## src/rtl/bp_be_prefetch_inserter_pkg.sv

```systemverilog
// Shared backend types for the loop-stride prefetch path: the inserter FSM states
// and the loop descriptor handed from loop inference to the prefetch inserter.
package bp_be_prefetch_inserter_pkg;

  localparam int unsigned pf_vaddr_width_lp  = 39;
  localparam int unsigned pf_stride_width_lp = 8;
  localparam int unsigned pf_range_width_lp  = 8;

  typedef enum logic {
    e_pf_idle,
    e_pf_issue
  } bp_be_pf_state_e;

  typedef struct packed {
    logic [pf_range_width_lp-1:0]  remaining;
    logic [pf_stride_width_lp-1:0] stride;
    logic [pf_vaddr_width_lp-1:0]  base;
    logic [pf_vaddr_width_lp-1:0]  pc;
  } bp_be_loop_desc_s;

endpackage

```

## src/rtl/bp_be_pf_addr_gen.sv

```systemverilog
// Combinational address arithmetic for the prefetch inserter: stride sign-extension,
// run-ahead start address, next-iteration address and the page/line comparisons.
module bp_be_pf_addr_gen
  import bp_be_prefetch_inserter_pkg::*;
#(
  parameter int unsigned vaddr_width_p        = 39,
  parameter int unsigned stride_width_p       = 8,
  parameter int unsigned prefetch_distance_p  = 4,
  parameter int unsigned block_offset_width_p = 6,
  parameter int unsigned page_offset_width_p  = 12
) (
  input  logic [vaddr_width_p-1:0]                      base_addr,
  input  logic [stride_width_p-1:0]                     stride,
  input  logic [vaddr_width_p-1:0]                      cur_addr,
  input  logic [vaddr_width_p-block_offset_width_p-1:0] last_line,
  output logic [vaddr_width_p-1:0]                      start_addr,
  output logic                                          start_same_page,
  output logic [vaddr_width_p-1:0]                      next_addr,
  output logic                                          next_same_page,
  output logic                                          same_line
);

  localparam logic [vaddr_width_p-1:0] distance_lp = vaddr_width_p'(prefetch_distance_p);

  logic signed [vaddr_width_p-1:0] stride_s;

  assign stride_s   = {{(vaddr_width_p-stride_width_p){stride[stride_width_p-1]}}, stride};
  // Modular add: a wrap past the top of the address space shows up as a page change.
  assign start_addr = base_addr + distance_lp * stride_s;
  assign next_addr  = cur_addr + stride_s;

  assign start_same_page = (start_addr[vaddr_width_p-1:page_offset_width_p]
                            == base_addr[vaddr_width_p-1:page_offset_width_p]);
  assign next_same_page  = (next_addr[vaddr_width_p-1:page_offset_width_p]
                            == cur_addr[vaddr_width_p-1:page_offset_width_p]);
  assign same_line       = (cur_addr[vaddr_width_p-1:block_offset_width_p] == last_line);

endmodule

```

## src/rtl/bp_be_prefetch_inserter.sv

```systemverilog
// Turns confirmed loop/stride descriptors into a stream of data-prefetch requests.
// Optional BP_BE_PREFETCH_LINE_DEDUP_EN suppresses repeat requests to the same cache line.
module bp_be_prefetch_inserter
  import bp_be_prefetch_inserter_pkg::*;
#(
  parameter int unsigned vaddr_width_p        = 39,
  parameter int unsigned stride_width_p       = 8,
  parameter int unsigned output_range_p       = 8,
  parameter int unsigned max_prefetch_p       = 16,
  parameter int unsigned prefetch_distance_p  = 4,
  parameter int unsigned block_offset_width_p = 6,
  parameter int unsigned page_offset_width_p  = 12
) (
  input  logic                      clk_i,
  input  logic                      reset_i,
  input  logic                      loop_v_i,
  output logic                      ready_and_o,
  input  logic [output_range_p-1:0] remaining_iterations_i,
  input  logic [stride_width_p-1:0] stride_i,
  input  logic [vaddr_width_p-1:0]  base_addr_i,
  input  logic [vaddr_width_p-1:0]  striding_pc_i,
  input  logic                      flush_i,
  output logic                      pf_v_o,
  output logic [vaddr_width_p-1:0]  pf_vaddr_o,
  output logic [vaddr_width_p-1:0]  pf_pc_o,
  input  logic                      pf_yumi_i,
  output logic                      busy_o
);

  localparam int unsigned line_width_lp = vaddr_width_p - block_offset_width_p;
  localparam logic [output_range_p-1:0] cap_lp = output_range_p'(max_prefetch_p);

  function automatic logic [output_range_p-1:0] clamp_count(input logic [output_range_p-1:0] rem);
    return (rem > cap_lp) ? cap_lp : rem;
  endfunction

  bp_be_pf_state_e             state, state_n;
  logic [output_range_p-1:0]   count, count_n;
  logic [vaddr_width_p-1:0]    addr, addr_n;
  logic [vaddr_width_p-1:0]    pc, pc_n;
  logic [stride_width_p-1:0]   stride, stride_n;
  logic [output_range_p-1:0]   init_count;
  logic [stride_width_p-1:0]   gen_stride;
  logic [vaddr_width_p-1:0]    start_addr, next_addr;
  logic                        start_same_page, next_same_page, same_line;
  logic [line_width_lp-1:0]    last_line;
  logic                        dup, advance, accept;

  assign gen_stride = (state == e_pf_idle) ? stride_i : stride;
  assign init_count = clamp_count(remaining_iterations_i);

  bp_be_pf_addr_gen #(
    .vaddr_width_p        (vaddr_width_p),
    .stride_width_p       (stride_width_p),
    .prefetch_distance_p  (prefetch_distance_p),
    .block_offset_width_p (block_offset_width_p),
    .page_offset_width_p  (page_offset_width_p)
  ) addr_gen (
    .base_addr       (base_addr_i),
    .stride          (gen_stride),
    .cur_addr        (addr),
    .last_line       (last_line),
    .start_addr      (start_addr),
    .start_same_page (start_same_page),
    .next_addr       (next_addr),
    .next_same_page  (next_same_page),
    .same_line       (same_line)
  );

`ifdef BP_BE_PREFETCH_LINE_DEDUP_EN
  logic last_v;

  // Line memory is scoped to one descriptor; flush or a new accept forgets it.
  always_ff @(posedge clk_i) begin
    if (reset_i || flush_i || accept) begin
      last_v    <= 1'b0;
      last_line <= '0;
    end else if (pf_v_o && pf_yumi_i) begin
      last_v    <= 1'b1;
      last_line <= addr[vaddr_width_p-1:block_offset_width_p];
    end
  end

  assign dup = (state == e_pf_issue) && last_v && same_line;
`else
  logic unused_same_line;

  assign unused_same_line = same_line;
  assign last_line        = '0;
  assign dup              = 1'b0;
`endif

  assign accept      = ready_and_o && loop_v_i;
  assign ready_and_o = (state == e_pf_idle) && !flush_i;
  assign pf_v_o      = (state == e_pf_issue) && !flush_i && !dup;
  assign advance     = (state == e_pf_issue) && !flush_i && (dup || pf_yumi_i);
  assign pf_vaddr_o  = addr;
  assign pf_pc_o     = pc;
  assign busy_o      = (state != e_pf_idle);

  always_ff @(posedge clk_i) begin
    if (reset_i) begin
      state  <= e_pf_idle;
      count  <= '0;
      addr   <= '0;
      pc     <= '0;
      stride <= '0;
    end else begin
      state  <= state_n;
      count  <= count_n;
      addr   <= addr_n;
      pc     <= pc_n;
      stride <= stride_n;
    end
  end

  always_comb begin
    state_n  = state;
    count_n  = count;
    addr_n   = addr;
    pc_n     = pc;
    stride_n = stride;
    unique case (state)
      e_pf_idle: begin
        if (accept) begin
          count_n  = init_count;
          addr_n   = start_addr;
          pc_n     = striding_pc_i;
          stride_n = stride_i;
          // Degenerate or page-crossing descriptors are consumed without issuing.
          if ((init_count != '0) && (stride_i != '0) && start_same_page)
            state_n = e_pf_issue;
        end
      end
      e_pf_issue: begin
        if (advance) begin
          count_n = count - output_range_p'(1);
          if ((count == output_range_p'(1)) || !next_same_page)
            state_n = e_pf_idle;
          else
            addr_n = next_addr;
        end
      end
      default: state_n = e_pf_idle;
    endcase
    if (flush_i) begin
      state_n = e_pf_idle;
      count_n = '0;
    end
  end

endmodule

```

## config.mk

```make
export PLATFORM = sky130hd
export DESIGN_NAME = bp_be_prefetch_inserter
export DESIGN_NICKNAME = d
export VERILOG_FILES = /design/src/rtl/bp_be_prefetch_inserter_pkg.sv /design/src/rtl/bp_be_pf_addr_gen.sv /design/src/rtl/bp_be_prefetch_inserter.sv
export SDC_FILE = /design/constraint.sdc
export NUM_CORES = 1
export LEC_CHECK = 0
export ABC_CLOCK_PERIOD_IN_PS = 5600
export BUFFER_PORTS_ARGS = -buffer_cell sky130_fd_sc_hd__buf_2
export CAP_MARGIN = 20
export CORE_UTILIZATION = 35
export DETAILED_ROUTE_END_ITERATION = 7
export HOLD_SLACK_MARGIN = 0.1
export SYNTH_ARGS = -nofsm -noshare
export SYNTH_HDL_FRONTEND = slang
export SYNTH_SLANG_ARGS = --single-unit
```

## constraint.sdc

```tcl
create_clock -name clk_i -period 5.6 [get_ports clk_i]
set_input_delay 0.84 -clock clk_i [delete_from_list [all_inputs] [get_ports clk_i]]
set_output_delay 0.84 -clock clk_i [all_outputs]
set_load 0.02 [all_outputs]
```

# [After elaboration in Yosys (flattened, before gate mapping)]
# Index checks and enable logic that the tools add are counted.
[totals] ff_bits=95 in_bits=99 wordCells=45
[classes] bitwise_logic=1 muxes=14 order_cmp=1 reduce_logical=15 n_eq_ne=6 add_sub_neg=3
[op_table] operator="two-way mux 39 bit" n=3
[op_table] operator="adder 39 bit" n=2
[op_table] operator="one-hot mux 39 bit (2 select lines)" n=1
[op_table] operator="== test 27 bit" n=2
[op_table] operator="two-way mux 8 bit" n=4
[op_table] operator="one-hot mux 8 bit (2 select lines)" n=1
[op_table] operator="nonzero test 8 bit" n=2
[op_table] operator="== test 8 x 1 -> 1 bit (second input constant)" n=1
[op_table] operator="> comparator 8 x 5 -> 1 bit (second input constant)" n=1
[op_table] operator="subtractor 8 x 1 -> 8 bit (second input constant)" n=1
[op_table] operator="logical AND 1 bit" n=6
[op_table] operator="two-way mux 1 bit" n=4
[op_table] operator="!= test 2 bit (second input constant)" n=2
[op_table] operator="AND reduction 2 bit" n=2
[op_table] operator="AND reduction 3 bit" n=1
[op_table] operator="zero test 1 bit" n=2
[op_table] operator="!= test 2 x 1 -> 1 bit (second input constant)" n=1
[op_table] operator="one-hot mux 1 bit (2 select lines)" n=1
[op_table] operator="OR reduction 2 bit" n=1
[op_table] operator="logical OR 1 bit" n=1
[op_table] operator="NOT 1 bit" n=1

# [Depth between registers and ports, before layout]
# Gate-level depths: netlist of run 1.
[depth] depth_word=8 depth_mapped=19 mapped_depth_nobuf=15

# [Modules after synthesis]
# A second synthesis of run 1 with hierarchy kept.
[unflattened] cells_unflattened=1344 hier_area_um2=10089.7
[modules_own_cells] module="bp_be_pf_addr_gen" instances=1 area_each_um2=5778.0 cells_per_inst=825
[modules_own_cells] module="bp_be_prefetch_inserter" instances=1 area_each_um2=4311.6 cells_per_inst=519

# [Worst setup path after synthesis of run 1]
# OpenSTA, ideal clock, no wires.
[synth_path] kind="reg2reg" startpoint="reg state (netlist: busy_o)" endpoint="reg addr[34] (netlist: pf_vaddr_o[34])" t_arrival_ns=4.951 path_slack_ns=0.533 setup_ns=0.116 required_time_ns=5.484 path_stages_with_launch=20 n_path_buf=4 synth_period_minus_slack_ns=5.067 cell_sequence="dfxtp_1 > clkbuf_1 > clkbuf_1 > buf_1 > mux2_2 > ha_1 > inv_1 > fa_1 > nor2b_1 > o2111ai_1 > a211oi_1 > or2_1 > xor3_1 > a2111oi_0 > nand3b_1 > or4_1 > nor4_4 > o21ai_2 > buf_6 > o211a_1"
[synth_via] elab_chain_len=7 word_cells_on_any_way=19 classes_between="add/sub: 2; eq/ne: 4; mux: 5; bitwise: 1; reduce/logical: 7"
[synth_lines] item="from (decl)" line_no="bp_be_prefetch_inserter.sv:37" text="bp_be_pf_state_e state, state_n;"
[synth_lines] item="from (signal assigned)" line_no="bp_be_prefetch_inserter.sv:103" text="state <= e_pf_idle;"
[synth_lines] item="from (signal assigned)" line_no="bp_be_prefetch_inserter.sv:109" text="state <= state_n;"
[synth_lines] item="two-way mux 8 bit" line_no="bp_be_prefetch_inserter.sv:49" text="assign gen_stride = (state == e_pf_idle) ? stride_i : stride;"
[synth_lines] item="adder 39 bit" line_no="bp_be_pf_addr_gen.sv:30" text="assign next_addr = cur_addr + stride_s;"
[synth_lines] item="== test 27 bit" line_no="bp_be_pf_addr_gen.sv:35" text="== cur_addr[vaddr_width_p-1:page_offset_width_p]);"
[synth_lines] item="zero test 1 bit" line_no="bp_be_prefetch_inserter.sv:138" text="if ((count == output_range_p'(1)) || !next_same_page)"
[synth_lines] item="logical OR 1 bit" line_no="bp_be_prefetch_inserter.sv:138"
[synth_lines] item="!= test 2 bit (no line)"
[synth_lines] item="AND reduction 3 bit (no line)"
[synth_lines] item="to (signal assigned)" line_no="bp_be_prefetch_inserter.sv:111" text="addr <= addr_n;"
[synth_lines] item="to (decl)" line_no="bp_be_prefetch_inserter.sv:39" text="logic [vaddr_width_p-1:0] addr, addr_n;"
# Parallel ways exist; a longest one is shown, timed or not. The select of a mux whose other input is x is not followed.
# A chain may end at the register's enable or synchronous reset.

# [Final worst setup path of run 1]
[layout_path] startpoint="reg state (netlist: busy_o)" endpoint="reg addr[6] (netlist: pf_vaddr_o[6])"
# The elaborated chain is that of the path after synthesis.

==> out/summary.txt, run 1 <==
====================================================================================================
Status                                                                                  finished clean
Overall power consumption                                                                    2.65 mW
Total of hold buffers inserted after clock tree synthesis                                          0
Worst setup path class                                                                       reg2reg
Pin count of the biggest net entering global routing                                              71
Count of buffers inserted at the top-level ports                                                 179
Share of async-settable or async-resettable flops after synthesis                                  0
Final period demand of the worst path                                                        5360 ps
Crit. End Element                                                                               flop
Setup-failing EPs final                                                                            0
Number of vias per cell after detailed routing                                                  5.84
Net count after synthesis                                                                       1591
Max stage delay on crit path                                                                  700 ps
Final std cell area, no fill                                                               12000 um2
Leak Pwr                                                                                     5.36 nW
FF+latch area                                                                               1900 um2
Overall via count from detail_route                                                            11300
Met1 demand-to-capacity share in global routing                                                0.324
Worst Tran Pin Value                                                                          963 ps
Maximum fanout along the worst path                                                               25
CTS buffer count                                                                                   9
Max Freq                                                                                     187 MHz
Most Used Layer, Global Route                                                                   met2
Syn Area/Cell                                                                               7.36 um2
Number of synthesized register bits                                                               95
Number of remaining DRC errors                                                                     0
Fill count                                                                                      3084
Global placer's final weighted congestion                                                       1.00
Worst endpoint required time                                                                 5860 ps
Worst slack at placement                                                                     22.0 ps
PostCTS Resize Cnt                                                                                 0
Clock-pin slew reported for the worst setup and hold paths after clock tree synthesis          80 ps
Hold Fails Final Rpt                                                                               0
Post-layout nets                                                                                1730
Horiz. Die Dim                                                                                174 um
List of cells traversed by the critical path                                            mux2_2, ha_1, nand2_1, nor4_1, o21a_1, o311ai_2, o211a_1, a2111oi_0, nand3b_1, or4_1, nor4_4, o21ai_2, buf_4, o41ai_2
H-Tree Level Count                                                                                 3
Global-route wire length before repair                                                      59800 um
Wire length after detailed routing                                                          38800 um
Gr ovfl total                                                                                      0
Placeable core region                                                                      29000 um2
Post CTS Setup Buffer Count                                                                        0
Cell at the root of the clock tree                                                      sky130_fd_sc_hd__clkbuf_16
Setup Skew                                                                                   12.3 ps
Dominant delay contributor by cell family on the critical path                          compound AO/OA/AOI/OAI gates
Max-slew headroom at the worst pin                                                             0.341
Worst endpoint data arrival time                                                             5620 ps
Share of final-layout standard cells stronger than drive strength 1                            0.186
Count of flip-flops with a built-in enable after synthesis                                         0
Max-cap violations                                                                                 0
Via count of the first global-routing pass                                                     10700
Setup repair after global routing missed its margin                                            false
Count of warnings emitted by yosys                                                                 0
Number of violations reported at the end of detailed-routing iteration 0                         794
Drt pass-1 iters                                                                                   5
Detailed-placement wirelength estimate                                                      31500 um
Share of the yosys chip area belonging to registers                                            0.183
Power per unit of standard cell area                                                      220 nW/um2
Initial antenna violation count                                                                    1
Overall die height                                                                            174 um
Ys flop type                                                                            sky130_fd_sc_hd__dfxtp_1
Placement Rows                                                                                    62
DIE AREA                                                                                   30400 um2
Post-route ant nets                                                                                0
Cells after Synth                                                                               1414
Buffers & Inverters on Critical Path                                                               1
Worst-case setup margin in the final layout                                                   239 ps
Average routed wire per standard cell                                                        20.0 um
DP Area                                                                                    11800 um2
Core Util, Final                                                                               0.415
Startpoint Class                                                                                flop
Met3 global-route usage                                                                       0.0466
CTS tree                                                                                        done
Post-Synthesis Cell Area                                                                   10400 um2
# clock sinks                                                                                     95
Crit share post-route                                                                          0.957
Distinct cell type count after synthesis                                                          83
Clock Latency Late Sink                                                                       360 ps
All-Layer GR Usage                                                                             0.250
Area of the multi-input gates                                                               7990 um2
Slowest CP cell                                                                         sky130_fd_sc_hd__a2111oi_0
Worst VDD drop                                                                              0.173 mV
Longest Clk Path Bufs                                                                              2
Starting Density                                                                               0.359
Area growth syn-to-layout                                                                      15.7%
Num ports                                                                                        180
Global Route met2 Usage                                                                        0.400
Tightest Hold Check Type                                                                     reg2reg
Number of slew-limit violations in the final report                                                0
====================================================================================================
-- flip-flops by register name (all words and copies together) (netlist names) --
signal      count
busy_o          1
pf_pc_o        39
pf_vaddr_o     39
stride          8
count           8
-- layout by cell type, fill, tap and decap left out, types with 16 or more instances in the layout --
master	n
sky130_fd_sc_hd__buf_4	43
sky130_fd_sc_hd__a31oi_1	17
sky130_fd_sc_hd__xor2_1	46
sky130_fd_sc_hd__nand2_1	206
sky130_fd_sc_hd__nand3_1	33
sky130_fd_sc_hd__o21a_1	19
sky130_fd_sc_hd__nor2_1	98
sky130_fd_sc_hd__dfxtp_1	94
sky130_fd_sc_hd__a21o_1	37
sky130_fd_sc_hd__mux2i_1	16
sky130_fd_sc_hd__o211ai_1	36
sky130_fd_sc_hd__o211a_1	24
sky130_fd_sc_hd__nand4_1	49
sky130_fd_sc_hd__nor3_1	28
sky130_fd_sc_hd__xnor2_1	76
sky130_fd_sc_hd__o21ai_0	54
sky130_fd_sc_hd__a21oi_1	166
sky130_fd_sc_hd__buf_2	179
sky130_fd_sc_hd__ha_1	76
sky130_fd_sc_hd__inv_1	28
-- metrics by stage --
stage	hold WS, ps	instances	setup TNS (ps)
detailed placement	444	1926	0
finish	453	1942	0
global placement	438	1925	-404
global route	474	1941	0
CTS	455	1941	0
floorplan	433	1414	0
-- power breakdown --
part	switching [mW]	total, mW	internal (mW)
clock	0.304	0.616	0.312
sequential	0.0467	0.761	0.714
combinational	0.781	1.27	0.492
-- final timing paths --
check	depth (start not counted)	end	slack [ps]	start
max reg2reg	14	pf_vaddr_o[6]$_SDFFE_PP0P_	240	busy_o$_SDFF_PP0_
min	2	pf_pc_o[30]$_SDFFE_PP0P_	450	pf_pc_o[30]$_SDFFE_PP0P_
min reg2reg	2	pf_pc_o[30]$_SDFFE_PP0P_	450	pf_pc_o[30]$_SDFFE_PP0P_
max	14	pf_vaddr_o[6]$_SDFFE_PP0P_	240	busy_o$_SDFF_PP0_
-- per-layer routing --
| metal | vias to the layer above | routed length [um] | part of all wire |
|---|---|---|---|
| met1 | 5309 | 17000 | 0.44 |
| met3 | 88 | 2620 | 0.068 |
| li1 | 5487 | - | - |
| met2 | 456 | 17400 | 0.45 |
| met4 | 0 | 1740 | 0.045 |
| met5 | - | 0 | 0 |
-- cell usage after synthesis (31+ instances only) --
cell type	number	area (um2)
sky130_fd_sc_hd__a21o_1	37	278
sky130_fd_sc_hd__nand2_1	207	777
sky130_fd_sc_hd__nor2_1	98	368
sky130_fd_sc_hd__a21oi_1	166	831
sky130_fd_sc_hd__ha_1	76	951
sky130_fd_sc_hd__dfxtp_1	95	1900
sky130_fd_sc_hd__nand4_1	49	307
sky130_fd_sc_hd__xnor2_1	76	666
sky130_fd_sc_hd__nand3_1	33	165
sky130_fd_sc_hd__buf_2	31	155
sky130_fd_sc_hd__o21ai_0	55	275
sky130_fd_sc_hd__clkbuf_1	57	214
sky130_fd_sc_hd__xor2_1	46	403
sky130_fd_sc_hd__o211ai_1	36	270
-- tightest hold or removal path: cells and delay by family, from the launching register on --
kind               cells  cell delay, ps
DFF                    1             310
AOI/OAI and AO/OA      1              50
and+or+nand+nor        1              50
-- logic make-up (layout without fill, tap and decap cells) --
family,Yosys count,in the layout,synth area share
AOI/OAI and AO/OA,463,463,0.300
other,0,1,0
DFF,95,95,0.183
muxes,26,26,0.0262
xor gates and xnor gates,131,131,0.122
and+or+nand+nor,496,496,0.224
adders and majority gates,78,78,0.0952
buffers and inverters,125,268,0.0499
-- cell type report --
class                   instances  share of cell area
repair buffers                224               0.105
well taps                     384              0.0399
clock buffers                   9              0.0187
multi-input cells            1194               0.664
clock inverters                 6             0.00519
flip-flops and latches         95               0.158
diodes                          1            0.000208
inverters                      29             0.00904
Note: power is estimated with default switching activity, not from simulation.
==> inputs of run 2 (changes only) <==
- CORE_UTILIZATION: 35 -> 47
- PLACE_DENSITY: unset -> 0.69
==> run 2 against run 1 <==
Non-clock buffer count fell by 6; combinational power about the same; sequential share of layout area rose by 0.27 points; worst hold slack better by 0.60 ps; sequential power about the same; critical path depth shrank 1; cell count down 5.7%; total power shrank 0.38%.
==> out/summary.txt, run 2 (synthesis gave the netlist of run 1 again) <==
====================================================================================================
List of cells traversed by the critical path                                            mux2_2, buf_4, ha_1, nand2_1, a2111oi_0, nor2_1, o31ai_1, nor3b_1, a2111oi_0, and4_1, nand4_1, or4_1, a31oi_1   was mux2_2, ha_1, nand2_1, nor4_1, o21a_1, o311ai_2, o211a_1, a2111oi_0, nand3b_1, or4_1, nor4_4, o21ai_2, buf_4, o41ai_2
DP Area                                                                                    11500 um2   was 11800 um2
Commonest cells after routing, fill and taps aside                                      sky130_fd_sc_hd__nand2_1, sky130_fd_sc_hd__buf_2, sky130_fd_sc_hd__a21oi_1   unchanged
Detailed-placement wirelength estimate                                                      28800 um   was 31500 um
Post-route ant nets                                                                                0   unchanged
Max stage delay on crit path                                                                  750 ps   was 700 ps
Worst endpoint data arrival time                                                             5600 ps   was 5620 ps
Power per unit of standard cell area                                                      223 nW/um2   was 220 nW/um2
Proportion of power drawn by flip-flops and latches                                            0.288   was 0.287
Switch share                                                                                   0.422   was 0.427
Drt pass-1 iters                                                                                   6   was 5
Cell at the root of the clock tree                                                      sky130_fd_sc_hd__clkbuf_16   unchanged
Horiz. Die Dim                                                                                151 um   was 174 um
Placeable core region                                                                      21800 um2   was 29000 um2
Fill count                                                                                      2174   was 3084
Total of hold buffers inserted after clock tree synthesis                                          0   unchanged
Max-cap violations                                                                                 0   unchanged
Overall power consumption                                                                    2.64 mW   was 2.65 mW
Cell seen most often among critical-path stages                                         sky130_fd_sc_hd__a2111oi_0
PostCTS Resize Cnt                                                                                 0   unchanged
Maximum fanout along the worst path                                                               29   was 25
Worst endpoint required time                                                                 5880 ps   was 5860 ps
Setup repair after global routing missed its margin                                            false   unchanged
All-Layer GR Usage                                                                             0.318   was 0.250
Pin count of the biggest net entering global routing                                              71   unchanged
CTS buffer count                                                                                   9   unchanged
Overall via count from detail_route                                                            11300   about the same
Worst VDD drop                                                                              0.167 mV   was 0.173 mV
Critical R2R Launch                                                                     busy_o$_SDFF_PP0_   unchanged
Post CTS Setup Buffer Count                                                                        0   unchanged
H-Tree Level Count                                                                                 3   unchanged
Most common library cell in the layout ignoring fill and taps                           sky130_fd_sc_hd__nand2_1   unchanged
Number of slew-limit violations in the final report                                                0   unchanged
Via count of the first global-routing pass                                                     10300   was 10700
Gr ovfl total                                                                                      0   unchanged
Buffers & Inverters on Critical Path                                                               1   unchanged
Portion of total power attributed to the clock network                                         0.236   was 0.232
Leak Pwr                                                                                     5.31 nW   was 5.36 nW
Setup TNS                                                                                       0 ps   unchanged
Setup Skew                                                                                   13.7 ps   was 12.3 ps
Setup-failing EPs final                                                                            0   unchanged
Overall die height                                                                            151 um   was 174 um
P_sw                                                                                         1.11 mW   was 1.13 mW
Combinational share of power                                                                   0.476   was 0.481
Number of vias per cell after detailed routing                                                  6.19   was 5.84
Number of violations reported at the end of detailed-routing iteration 0                         932   was 794
Slowest CP cell                                                                         sky130_fd_sc_hd__a2111oi_0   unchanged
CTS tree                                                                                        done   unchanged
Count of buffers inserted at the top-level ports                                                 179   unchanged
Dominant delay contributor by cell family on the critical path                          compound AO/OA/AOI/OAI gates   unchanged
Area of the multi-input gates                                                               7990 um2   unchanged
Post-layout nets                                                                                1724   was 1730
Tightest Hold Check Type                                                                     reg2reg   unchanged
Startpoint Class                                                                                flop   unchanged
Startpoint of the worst setup timing path                                               busy_o$_SDFF_PP0_   unchanged
Ant. Diodes                                                                                        0   was 1
Global-route wire length before repair                                                      56100 um   was 59800 um
Num ports                                                                                        180   unchanged
Hold Fails Final Rpt                                                                               0   unchanged
Final std cell area, no fill                                                               11800 um2   was 12000 um2
Starting Density                                                                               0.478   was 0.359
Status                                                                                  finished clean   unchanged
# clock sinks                                                                                     95   unchanged
Worst setup path class                                                                       reg2reg   unchanged
Final period demand of the worst path                                                        5320 ps   was 5360 ps
FF+latch area                                                                               1900 um2   unchanged
Worst Tran Pin Value                                                                          998 ps   was 963 ps
Area growth syn-to-layout                                                                      13.8%   was 15.7%
Crit share post-route                                                                          0.950   was 0.957
Number of remaining DRC errors                                                                     0   unchanged
Crit. End Element                                                                               flop   unchanged
Longest Clk Path Bufs                                                                              2   unchanged
Max Freq                                                                                     188 MHz   was 187 MHz
Startpoint of the lowest-slack hold path                                                pf_pc_o[9]$_SDFFE_PP0P_   was pf_pc_o[30]$_SDFFE_PP0P_
Wire length after detailed routing                                                          36300 um   was 38800 um
Cell Int Power                                                                               1.53 mW   was 1.52 mW
Average routed wire per standard cell                                                        19.8 um   was 20.0 um
DIE AREA                                                                                   22700 um2   was 30400 um2
Placement Rows                                                                                    54   was 62
Clock Latency Late Sink                                                                       350 ps   was 360 ps
Max-slew headroom at the worst pin                                                             0.329   was 0.341
Clock-pin slew reported for the worst setup and hold paths after clock tree synthesis          80 ps   about the same
Share of final-layout standard cells stronger than drive strength 1                            0.184   was 0.186
Initial antenna violation count                                                                    0   was 1
Global placer's final weighted congestion                                                      0.992   was 1.00
====================================================================================================
## run 2: through the flow
stage | instances | setup slack [ps] | util | hold WS (ps)
finish | 1832 | 278 | 0.544 | 453
global route | 1832 | 152 | 0.544 | 470
CTS | 1832 | 433 | 0.544 | 454
detailed placement | 1816 | 82.1 | 0.531 | 443
global placement | 1816 | 95.0 | 0.531 | 439
floorplan | 1414 | 533 | - | 433
## run 2: worst register-to-register path: cells and delay by family, from the launching register on
family          cells  cell delay, ps
compound gates      4            2060
simple gates        6            1350
mux                 1             660
flops               1             520
fa+ha+maj           1             380
buf+inv             1             290
## run 2: worst paths after layout
kind / to / slack, ps / depth (start not counted)
max: busy_o$_SDFF_PP0_ / 280 / 13
max reg2reg: busy_o$_SDFF_PP0_ / 280 / 13
min: pf_pc_o[9]$_SDFFE_PP0P_ / 450 / 2
min reg2reg: pf_pc_o[9]$_SDFFE_PP0P_ / 450 / 2
## run 2: cell type report
cell class                 count  share of cell area
timing repair buffer         218               0.100
clock buffer                  10              0.0202
sequential                    95               0.161
tap                          280              0.0296
inverter                      29             0.00919
multi-input combinational   1194               0.675
clock inverter                 6             0.00486
## run 2: per-layer routing
layer | vias up | wire length [um] | track usage
li1 | 5491 | - | -
met1 | 5276 | 15900 | 0.427
met2 | 507 | 16300 | 0.515
met3 | 64 | 3040 | 0.0503
met4 | 0 | 1100 | 0.109
met5 | - | 0 | 0
## run 2: power by group through the flow
stage	clock, mW	combinational, mW	sequential [mW]
detailed placement	0	1.22	0.775
CTS	0.635	1.23	0.759
floorplan	0	0.833	0.801
finish	0.623	1.26	0.760
global route	0.662	1.36	0.763
global placement	0	1.22	0.774
==> inputs of run 3 (changes only) <==
--- a/constraint.sdc
+++ b/constraint.sdc
@@ -3,2 +3,2 @@
 set_output_delay 0.84 -clock clk_i [all_outputs]
-set_load 0.02 [all_outputs]
+set_load 0.1 [all_outputs]
==> run 3 against run 2 <==
Clock skew up 3.0 ps; critical path depth up 1; setup slack better by 54 ps; worst hold slack better by 4.6 ps; sequential power about the same; die area unchanged.
==> out/summary.txt, run 3 (synthesis gave the netlist of run 1 again) <==
====================================================================================================
Global placer's final weighted congestion                                                      0.999   was 0.992
Wire length after detailed routing                                                          36800 um   was 36300 um
Detailed-placement wirelength estimate                                                      29200 um   was 28800 um
Post-layout nets                                                                                1722   was 1724
Area of the multi-input gates                                                               7990 um2   unchanged
Final period demand of the worst path                                                        5270 ps   was 5320 ps
Placement Rows                                                                                    54   unchanged
Placeable core region                                                                      21800 um2   unchanged
Max-slew headroom at the worst pin                                                             0.370   was 0.329
Commonest cells after routing, fill and taps aside                                      sky130_fd_sc_hd__nand2_1, sky130_fd_sc_hd__buf_2, sky130_fd_sc_hd__a21oi_1   unchanged
FF-to-FF setup slack                                                                          340 ps   was 280 ps
Horiz. Die Dim                                                                                151 um   unchanged
H-Tree Level Count                                                                                 3   unchanged
Total of hold buffers inserted after clock tree synthesis                                          0   unchanged
Number of vias per cell after detailed routing                                                  6.21   was 6.19
Startpoint of the worst setup timing path                                                stride_i[7]   was busy_o$_SDFF_PP0_
Crit. End Element                                                                               flop   unchanged
Worst endpoint data arrival time                                                             5550 ps   was 5600 ps
# clock sinks                                                                                     95   unchanged
Clock Latency Late Sink                                                                       370 ps   was 350 ps
Share of final-layout standard cells stronger than drive strength 1                            0.183   was 0.184
Critical R2R Launch                                                                     busy_o$_SDFF_PP0_   unchanged
Status                                                                                  finished clean   unchanged
Setup Skew                                                                                   16.8 ps   was 13.7 ps
Max Freq                                                                                     190 MHz   was 188 MHz
Global-route wire length before repair                                                      57200 um   was 56100 um
Maximum fanout along the worst path                                                               36   was 29
Setup-failing EPs final                                                                            0   unchanged
Overall via count from detail_route                                                            11400   was 11300
Area growth syn-to-layout                                                                      13.9%   was 13.8%
End of the worst register-to-register path                                              pf_vaddr_o[3]$_SDFFE_PP0P_   was busy_o$_SDFF_PP0_
Power per unit of standard cell area                                                      242 nW/um2   was 223 nW/um2
Number of violations reported at the end of detailed-routing iteration 0                         898   was 932
Via count of the first global-routing pass                                                     10700   was 10300
Drt pass-1 iters                                                                                   6   unchanged
Setup repair after global routing missed its margin                                            false   unchanged
PostCTS Resize Cnt                                                                                 0   unchanged
Leak Pwr                                                                                     5.31 nW   about the same
Longest Clk Path Bufs                                                                              2   unchanged
Setup TNS                                                                                       0 ps   unchanged
All-Layer GR Usage                                                                             0.325   was 0.318
Crit share post-route                                                                          0.941   was 0.950
Clock-pin slew reported for the worst setup and hold paths after clock tree synthesis          80 ps   about the same
Worst VDD drop                                                                              0.201 mV   was 0.167 mV
Starting Density                                                                               0.478   unchanged
Overall die height                                                                            151 um   unchanged
Number of slew-limit violations in the final report                                                0   unchanged
Worst setup path endpoint                                                               pf_vaddr_o[3]$_SDFFE_PP0P_   was busy_o$_SDFF_PP0_
Worst setup path class                                                                        in2reg   was reg2reg
Fill count                                                                                      2157   was 2174
Average routed wire per standard cell                                                        20.1 um   was 19.8 um
Cell at the root of the clock tree                                                      sky130_fd_sc_hd__clkbuf_16   unchanged
Max-cap violations                                                                                 0   unchanged
Post-route ant nets                                                                                0   unchanged
Number of remaining DRC errors                                                                     0   unchanged
Num ports                                                                                        180   unchanged
Post CTS Setup Buffer Count                                                                        0   unchanged
Hold Fails Final Rpt                                                                               0   unchanged
Gr ovfl total                                                                                      0   unchanged
Initial antenna violation count                                                                    3   was 0
Pin count of the biggest net entering global routing                                              71   unchanged
DIE AREA                                                                                   22700 um2   unchanged
Tightest Hold Check Type                                                                     reg2reg   unchanged
FF+latch area                                                                               1900 um2   unchanged
Startpoint Class                                                                           input pin   was flop
CTS tree                                                                                        done   unchanged
Overall power consumption                                                                    2.86 mW   was 2.64 mW
Count of buffers inserted at the top-level ports                                                 179   unchanged
Worst endpoint required time                                                                 5880 ps   about the same
Number of cells on the worst hold path                                                             2   unchanged
CTS buffer count                                                                                   9   unchanged
Worst Tran Pin Value                                                                          937 ps   was 998 ps
Most common library cell in the layout ignoring fill and taps                           sky130_fd_sc_hd__nand2_1   unchanged
Reg2Reg Depth                                                                                     13   unchanged
====================================================================================================
[run 3: cell count changes in the layout (fill, tap and decap cells not counted)]
cell and change:
sky130_fd_sc_hd__buf_12 +1, sky130_fd_sc_hd__buf_4 -3, sky130_fd_sc_hd__clkinv_4 +2, sky130_fd_sc_hd__clkinv_8 +1, sky130_fd_sc_hd__clkinvlp_4 -1, sky130_fd_sc_hd__diode_2 +2
sky130_fd_sc_hd__inv_6 -1, sky130_fd_sc_hd__inv_8 -1
[run 3: per-layer routing]
metal | routed length [um] | track usage | vias up | part of all wire
met3 | 2860 | 0.0512 | 71 | 0.078
met1 | 15700 | 0.422 | 5314 | 0.43
met4 | 1460 | 0.147 | 2 | 0.040
met2 | 16700 | 0.527 | 499 | 0.45
met5 | 13 | 0 | - | 0.00035
li1 | - | - | 5482 | -
[run 3: through the flow]
| stage | area, um2 | setup slack [ps] | hold slack [ps] | instances | utilization |
|---|---|---|---|---|---|
| 2_1_floorplan | 10400 | 279 | 433 | 1414 | - |
| 3_3_place_gp | 11500 | 117 | 439 | 1814 | 0.531 |
| 3_5_place_dp | 11500 | 73.2 | 443 | 1814 | 0.531 |
| 4_1_cts | 11800 | 391 | 455 | 1830 | 0.544 |
| 5_1_grt | 11900 | 0.866 | 476 | 1832 | 0.545 |
| 6_report | 11900 | 332 | 458 | 1832 | 0.545 |
[run 3: worst max-delay path: stages]
cell and delay [ps]:
sky130_fd_sc_hd__buf_2 120, sky130_fd_sc_hd__mux2_2 540, sky130_fd_sc_hd__buf_12 310, sky130_fd_sc_hd__ha_1 460
sky130_fd_sc_hd__nand4_1 290, sky130_fd_sc_hd__or3_1 490, sky130_fd_sc_hd__o211a_1 270, sky130_fd_sc_hd__a2111oi_0 610
sky130_fd_sc_hd__nand3b_1 150, sky130_fd_sc_hd__or4_1 480, sky130_fd_sc_hd__nor4_4 270, sky130_fd_sc_hd__o21ai_2 240
sky130_fd_sc_hd__buf_4 250, sky130_fd_sc_hd__o31ai_2 200
[run 3: cell type report]
| cell class | instances | share of cell area |
|---|---|---|
| clock inverters | 6 | 0.00538 |
| multi-input cells | 1194 | 0.675 |
| clock buffers | 10 | 0.0202 |
| inverters | 29 | 0.00919 |
| diodes | 2 | 0.000422 |
| well taps | 280 | 0.0296 |
| repair buffers | 216 | 0.100 |
| flip-flops and latches | 95 | 0.161 |
[run 3: worst min-delay path by stage]
| stage | from | slack, ps | endpoint |
|---|---|---|---|
| final | stride[6]$_SDFFE_PP0P_ | 460 | stride[6]$_SDFFE_PP0P_ |
| after global routing | pf_pc_o[10]$_SDFFE_PP0P_ | 480 | pf_pc_o[10]$_SDFFE_PP0P_ |
| after CTS | stride[2]$_SDFFE_PP0P_ | 460 | stride[2]$_SDFFE_PP0P_ |
| after detailed placement | stride[2]$_SDFFE_PP0P_ | 440 | stride[2]$_SDFFE_PP0P_ |
| after global placement | stride[4]$_SDFFE_PP0P_ | 440 | stride[4]$_SDFFE_PP0P_ |
| after floorplan | stride[0]$_SDFFE_PP0P_ | 430 | stride[0]$_SDFFE_PP0P_ |
[run 3: where the power goes]
| part | leakage [nW] | internal (mW) | switching [mW] |
|---|---|---|---|
| Sequential | 0.779 | 0.714 | 0.0476 |
| Clock | 0.145 | 0.326 | 0.317 |
| Combinational | 4.39 | 0.485 | 0.974 |
